$ cat src/rtl/uart_pkg.sv
// Shared types and helpers for the oversampling UART receiver.
package uart_pkg;

    typedef enum logic [2:0] {
        IDLE    = 3'd0,
        START   = 3'd1,
        DATA    = 3'd2,
        STOP    = 3'd3,
        CLEANUP = 3'd4
    } state_t;

    function automatic int calc_clks_per_bit(input int clock_rate, input int baud_rate);
        return clock_rate / baud_rate;
    endfunction

endpackage

$ cat src/rtl/sync_2ff.sv
// Two-flop synchronizer for a single asynchronous bit, with a selectable reset level.
module sync_2ff #(
    parameter logic RESET_VAL = 1'b1
) (
    input  logic clk,
    input  logic arst,
    input  logic d,
    output logic q
);

    logic meta;

    always_ff @(posedge clk) begin
        if (!arst) begin
            meta <= RESET_VAL;
            q    <= RESET_VAL;
        end else begin
            meta <= d;
            q    <= meta;
        end
    end

endmodule

$ cat src/rtl/uart_receiver.sv
// Oversampling UART receiver: start bit, DATA_WIDTH bits LSB first, one stop bit.
// A validly framed word is presented on q together with a one-cycle dv strobe.
module uart_receiver
    import uart_pkg::*;
#(
    parameter int CLOCK_RATE = 1_000_000,
    parameter int BAUD_RATE  = 115_200,
    parameter int DATA_WIDTH = 8
) (
    input  logic                  clk,
    input  logic                  arst,
    input  logic                  data,
    output logic                  dv,
    output logic [DATA_WIDTH-1:0] q
);

    localparam int CLKS_PER_BIT = calc_clks_per_bit(CLOCK_RATE, BAUD_RATE);
    localparam int CNT_W        = $clog2(CLKS_PER_BIT) + 1;
    localparam int BIT_W        = (DATA_WIDTH > 1) ? $clog2(DATA_WIDTH) : 1;

    localparam logic [CNT_W-1:0] HALF_CNT = CNT_W'((CLKS_PER_BIT - 1) / 2);
    localparam logic [CNT_W-1:0] LAST_CNT = CNT_W'(CLKS_PER_BIT - 1);
    localparam logic [BIT_W-1:0] LAST_BIT = BIT_W'(DATA_WIDTH - 1);

    state_t                state;
    logic [CNT_W-1:0]      clk_cnt;
    logic [BIT_W-1:0]      bit_cnt;
    logic [DATA_WIDTH-1:0] shift;
    logic                  rx_data;

    sync_2ff #(
        .RESET_VAL(1'b1)
    ) u_sync (
        .clk (clk),
        .arst(arst),
        .d   (data),
        .q   (rx_data)
    );

    always_ff @(posedge clk) begin
        if (!arst) begin
            state   <= IDLE;
            clk_cnt <= '0;
            bit_cnt <= '0;
            shift   <= '0;
            q       <= '0;
            dv      <= 1'b0;
        end else begin
            dv <= 1'b0;
            case (state)
                IDLE: begin
                    clk_cnt <= '0;
                    bit_cnt <= '0;
                    if (!rx_data) state <= START;
                end
                START: begin
                    // Re-check the line half a bit in so short low glitches are rejected.
                    if (clk_cnt == HALF_CNT) begin
                        clk_cnt <= '0;
                        state   <= rx_data ? IDLE : DATA;
                    end else begin
                        clk_cnt <= clk_cnt + 1'b1;
                    end
                end
                DATA: begin
                    if (clk_cnt != LAST_CNT) begin
                        clk_cnt <= clk_cnt + 1'b1;
                    end else begin
                        clk_cnt        <= '0;
                        shift[bit_cnt] <= rx_data;
                        if (bit_cnt != LAST_BIT) begin
                            bit_cnt <= bit_cnt + 1'b1;
                        end else begin
                            bit_cnt <= '0;
                            state   <= STOP;
                        end
                    end
                end
                STOP: begin
                    if (clk_cnt != LAST_CNT) begin
                        clk_cnt <= clk_cnt + 1'b1;
                    end else begin
                        clk_cnt <= '0;
                        // A low stop bit is a framing error: the word is dropped.
                        if (rx_data) begin
                            q  <= shift;
                            dv <= 1'b1;
                        end
                        state <= CLEANUP;
                    end
                end
                CLEANUP: begin
                    dv    <= 1'b0;
                    state <= IDLE;
                end
                default: begin
                    state <= IDLE;
                end
            endcase
        end
    end

endmodule

$ cat config.mk
export PLATFORM = sky130hd
export DESIGN_NAME = uart_receiver
export DESIGN_NICKNAME = d
export VERILOG_FILES = /design/src/rtl/uart_pkg.sv /design/src/rtl/sync_2ff.sv /design/src/rtl/uart_receiver.sv
export SDC_FILE = /design/constraint.sdc
export NUM_CORES = 1
export LEC_CHECK = 0
export CAP_MARGIN = 20
export CORE_UTILIZATION = 45
export CTS_CLUSTER_DIAMETER = 150
export DETAILED_ROUTE_END_ITERATION = 8
export GPL_TIMING_DRIVEN = 0
export PLACE_DENSITY_LB_ADDON = 0.08
export SETUP_SLACK_MARGIN = 0.3
export SLEW_MARGIN = 10
export SYNTH_ARGS = -nofsm -noshare
export SYNTH_HDL_FRONTEND = slang
export SYNTH_HIERARCHICAL = 1
export SYNTH_SLANG_ARGS = --single-unit
$ cat constraint.sdc
create_clock -name clk -period 2.3 [get_ports clk]
set_clock_uncertainty 0.1 [all_clocks]
set_input_delay 0.575 -clock clk [delete_from_list [all_inputs] [get_ports clk]]
set_output_delay 0.575 -clock clk [all_outputs]
set_load 0.05 [all_outputs]
==> impl_metrics.tcl, run 1 <==
set metrics [dict create \
    cts-htree-levels 2 \
    dp.cells 177 \
    fin_crit_sh_pct 82.14 \
    cts.sinks 29 \
    path_buf_inv 1 \
    fin_area_um2 1518 \
    synth_cells 135 \
    worstHoldPathCells 1 \
    initialDrtViolationCount 19 \
    ir_drop_v 0.0004423 \
    grt_max_degree 11 \
    ys.flop_type "dfxtp_1" \
    power.total_mw 0.8401 \
    layout.nets 159 \
    r2r-end "state[0]" \
    final_core_util_pct 54.57 \
    first_pass_iters 4 \
    period_needed_ps 1889 \
    async_flop_share_pct 0 \
    cap_violations 0 \
    clk_pin_slew_ps 100 \
    clkLatencyLatePin_ps 340 \
    seq_power_share_pct 60.2 \
    crit_type "reg -> out" \
    combPwrFrac_pct 3.2 \
    areaGrowthSynthToFinish_pct 14.54 \
    core_um2 2781 \
    syn_area_per_cell_um2 9.815 \
    fin_ws_ps 410.7 \
    pwr_density_cell_nw_per_um2 553.5 \
    pin_count 12 \
    slew_viol_final 0 \
    cp-start-kind "flip-flop" \
    maxSlewHeadroom_pct 67.27 \
    worst_slew_pin_slew_ps 492.9 \
    io_buffer_count 11 \
    synth_fp_nets 141 \
    internal-power_mw 0.6310 \
    grt_pass1_vias 982 \
    whs_endpoint "u_sync/q" \
    cts_setup_buffers 0 \
    worstRegToRegCells 6 \
    routedWlPerCell_um 12.94 \
    drc 0 \
    clockBufferDepth 2 \
    setup.worst_path.start "q[1]" \
    placed_area_um2 1474 \
    die_y_um 56.27 \
    sw_frac_of_total_pct 24.89 \
    grt.total_usage_pct 18.17 \
    critPathMaxStageDelay_ps 530 \
    cp_top_family "buffers and inverters" \
    pre_cts_slack_ps 180.8 \
    path_cells "dlygate4sd2_1" \
    leakagePower_nw 0.6903 \
    drive_gt1_share_pct 12.99 \
    cts_tree "yes" \
    tns_ps 0 \
    yosysSeqAreaShare_pct 43.81 \
    num_rows 19 \
    r2r_start "bit_cnt[0]" \
    grt_pass1_wl_um 4388 \
    synth_seq_cells 29 \
    floorplan.initialDensity_pct 47.64 \
    num-fill-cells 278 \
    wl_um 2394 \
    hpwlAfterDp_um 1659 \
    outcome "finished, final reports clean" \
    antenna_cells 0 \
    viasPerCell 5.384 \
    die_x_um 56.27 \
    hold_class "reg -> reg" \
    p_sw_mw 0.2091 \
    crit_slowest_cell "dlygate4sd2_1" \
    antenna_found_initial 0 \
    gp_congestion 0.7479 \
    end_kind "primary output" \
    arrival_ps 1210 \
    syn-cell-area_um2 1325 \
    synth_edf_count 0 \
    hold_ws_ps 312.3 \
    rsz0062_at_grt "no" \
    rrSetupSlack_ps 590 \
    cts_buffers 5 \
    path_max_fanout 2 \
    power.share.clock_pct 36.6 \
    min_from "u_sync/meta" \
    setup_violations 0 \
    cts_root_buf "clkbuf_4" \
    required_ps 1620 \
    yosysWarnings 6 \
    timing.final.hold_violations 0 \
    dieArea_um2 3166 \
    synth.distinct_cells 41 \
    clock.fmax_mhz 529.3 \
    final_antenna_net_count 0 \
    grt_overflow 0 \
    fin_cells 185 \
    vias 996 \
]
[worst max path at each step]
stage,end,slack (ps),cells after the start
after floorplan,state[0],710,6
after global placement,shift[3],210,4
after detailed placement,shift[0],180,3
after CTS,q[1],400,1
after global routing,q[3],360,1
final,q[1],410,1
[what timing repair did]
item	CTS	global route
gates resized for setup	9	0
endpoints found under the hold margin	0	0
hold buffers	0	0
setup endpoints to repair	9	0
[cells in the final DEF (no fill, tap or decap), types with 3 or more instances in the layout]
cell           instances
nand2_1               13
o21ai_0                4
dlygate4sd2_1          9
nand4b_1               3
nor2b_1               11
nor2_1                 9
ha_1                   3
buf_4                  3
dfxtp_1               29
and2_1                 3
inv_1                  3
clkbuf_4               5
nand2b_1               4
mux2i_1               16
[power groups by stage]
| stage | logic, mW | registers (mW) | clock network [mW] |
|---|---|---|---|
| finish | 0.0273 | 0.506 | 0.307 |
| global route | 0.0307 | 0.506 | 0.337 |
| CTS | 0.0275 | 0.506 | 0.315 |
| detailed placement | 0.0274 | 0.517 | 0 |
| global placement | 0.0275 | 0.517 | 0 |
| floorplan | 0.0170 | 0.517 | 0 |
[sequential cells by signal, summed over array words and instances, names as in the netlist]
signal and cells:
shift 8, u_sync/meta 1, bit_cnt 3, q 8
clk_cnt 4, u_sync/q 1, state 3, dv 1
[cell type report]
cell class              count  area (µm²)  share of cell area, %
repair buffers             11       98.84                  6.513
plain buffers               9       55.05                  3.627
multi-input cells          94       678.2                  44.68
inverters                   3       11.26                 0.7420
clock buffers               5       37.54                  2.473
flip-flops and latches     29       580.6                  38.25
well taps                  31       38.79                  2.556
clock inverters             3       17.52                  1.154
[cells in the mapped netlist, types with 3 or more instances]
library cell	n	area [µm²]
and2_1	3	18.77
dfxtp_1	29	580.6
nor2_1	9	33.78
nand4b_1	3	26.28
nand2_1	13	48.80
o21ai_0	4	20.02
ha_1	3	37.54
mux2i_1	16	160.2
buf_4	3	22.52
nor2b_1	11	68.82
inv_1	3	11.26
nand2b_1	4	25.02
[cells by family (layout without fill, tap and decap cells)]
kind of cell             after synthesis  in the layout  share of synthesized area [%]
AO/OA/AOI/OAI                         17             17                          10.10
multiplexers                          16             16                          12.09
AND/OR/NAND/NOR                       57             57                          25.50
adder cells (fa/ha/maj)                3              3                          2.833
buffers and inverters                 12             31                          5.004
XOR/XNOR                               1              1                         0.6611
flip-flops                            29             29                          43.82
[routing by layer]
layer	up-vias	share of wire [%]	track usage, %
met1	468	50	24.34
met2	16	44	26.36
met5	-	0	0
met3	7	4.2	6.221
met4	0	2.1	8.362
li1	505	-	-
No activity file was read; power rests on OpenSTA's default activity.
==> run 2, diff against run 1 <==
==> constraint.sdc (replaced) <==
create_clock -name clk -period 1.98 [get_ports clk]
set_clock_uncertainty 0.1 [all_clocks]
set_input_delay 0.495 -clock clk [delete_from_list [all_inputs] [get_ports clk]]
set_output_delay 0.495 -clock clk [all_outputs]
set_load 0.05 [all_outputs]
==> run 2 against run 1 <==
  * Final cell count increased by 0.54%
  * Largest cell class unchanged
  * First-iteration DRC count decreased by 16%
  * Via count decreased by 1.5%
  * Clock power increased by 16%
  * Die area unchanged
  * Global-route usage increased by 0.39 points
  * Sequential share of layout area decreased by 0.96 points
  * Total power increased by 16%
==> impl_metrics.tcl, run 2 (synthesis results as in run 1) <==
set metrics [dict create \
    pin_count 12 \
    antenna_cells 0 \
    timing.final.hold_violations 0 \
    mostFrequentLayoutCells "dfxtp_1 (25), mux2i_1 (16), nand2_1 (13)" \
    num_rows 19 \
    internal-power_mw 0.7330 \
    cp_top_family "buffers and inverters" \
    clkLatencyLatePin_ps 340 \
    cts_root_buf "clkbuf_4" \
    combPwrFrac_pct 3.3 \
    clockBufferDepth 2 \
    final_antenna_net_count 0 \
    hold_buffers 0 \
    wl_um 2459 \
    path_cells "clkdlybuf4s15_2" \
    cts-htree-levels 2 \
    placed_area_um2 1474 \
    floorplan.initialDensity_pct 47.64 \
    fin_crit_sh_pct 83.32 \
    required_ps 1380 \
    grt_pass1_vias 980 \
    first_pass_iters 4 \
    drc 0 \
    die_x_um 56.27 \
    cts_tree "yes" \
    layout.nets 160 \
    final_common_cell "dfxtp_1" \
    antenna_found_initial 0 \
    initialDrtViolationCount 16 \
    viasPerCell 5.274 \
    pwr_density_cell_nw_per_um2 620.9 \
    end_kind "primary output" \
    path_buf_inv 1 \
    hpwlAfterDp_um 1659 \
    power.share.clock_pct 36.5 \
    cts_buffers 5 \
    areaGrowthSynthToFinish_pct 18.51 \
    gp_congestion 0.7479 \
    final_core_util_pct 56.46 \
    clock.fmax_mhz 606.2 \
    setup_violations 0 \
    leakagePower_nw 0.6696 \
    grt_pass1_wl_um 4485 \
    seq_power_share_pct 60.2 \
    die_y_um 56.27 \
    rsz0062_at_grt "yes" \
    crit_type "reg -> out" \
    slew_viol_final 0 \
    path_max_fanout 2 \
    reg.largest.list "q (8), shift (8), clk_cnt (4)" \
    cap_violations 0 \
    grt_max_degree 11 \
    p_sw_mw 0.2420 \
    clk_pin_slew_ps 90 \
    ir_drop_v 0.0005117 \
    cp-start-kind "flip-flop" \
    crit_slowest_cell "clkdlybuf4s15_2" \
    arrival_ps 1050 \
    grt_overflow 0 \
    dieArea_um2 3166 \
    io_buffer_count 11 \
    routedWlPerCell_um 13.22 \
    hold_class "reg -> reg" \
    grt.total_usage_pct 18.56 \
    core_um2 2781 \
    fin_area_um2 1570 \
    worst_slew_pin_slew_ps 405.1 \
    cts.sinks 29 \
    sw_frac_of_total_pct 24.82 \
    vias 981 \
    drive_gt1_share_pct 27.74 \
    outcome "finished, final reports clean" \
    period_needed_ps 1650 \
    maxSlewHeadroom_pct 73.00 \
    critPathMaxStageDelay_ps 370 \
]
## run 2: changes by cell type in the layout (fill, tap and decap cells not counted), sizes merged
cell           before  now
dlymetal6s2s        0    1
dlygate4sd2         9    0
clkdlybuf4s50       2    1
buf                 7   13
clkdlybuf4s15       0    4
## run 2: routing by layer
layer | share of wire [%] | global-route usage [%] | vias to the layer above
li1 | - | - | 508
met1 | 53 | 25.07 | 455
met2 | 41 | 26.87 | 12
met3 | 3.7 | 6.221 | 6
met4 | 2.2 | 8.362 | 0
met5 | 0 | 0 | -
## run 2: stage by stage
step / hold WS, ps / instances / worst slack [ps] / power [mW] / TNS (ps)
detailed placement: 291.4 / 177 / -59.20 / 0.6326 / -74.90
global route: 323.5 / 186 / 282.4 / 1.016 / 0
global placement: 288.4 / 177 / -33.07 / 0.6327 / -59.91
finish: 311.9 / 186 / 330.3 / 0.9750 / 0
CTS: 313.5 / 186 / 304.9 / 0.9854 / 0
floorplan: 286.3 / 135 / 391.5 / 0.6202 / 0
## run 2: power by group through the flow
stage	combinational [mW]	clock (mW)	sequential, mW
final	0.0322	0.355	0.587
after CTS	0.0322	0.366	0.587
after global placement	0.0320	0	0.601
after global routing	0.0359	0.392	0.588
after detailed placement	0.0318	0	0.601
after floorplan	0.0198	0	0.600
## run 2: timing repair
item,4_1_cts,5_1_grt
setup buffers,1,0
setup endpoints to repair,15,21
gates resized for setup,38,17
pin swaps,2,3
## run 2: final cells by class
type	instances	area, µm²
sequential	29	585.6
timing repair buffer	12	100.1
tap	31	38.79
inverter	3	11.26
fill	269	1211
clock buffer	5	37.54
clock inverter	3	17.52
multi-input combinational	94	724.4
buffer	9	55.05
## run 2: path summary, 6_finish.rpt
check,from,to,slack [ps],cells past startpoint
hold reg to reg,u_sync/meta,u_sync/q,310,1
setup reg to reg,bit_cnt[0],bit_cnt[0],360,6
setup / recovery,q[4],q[4],330,1
hold / removal,u_sync/meta,u_sync/q,310,1
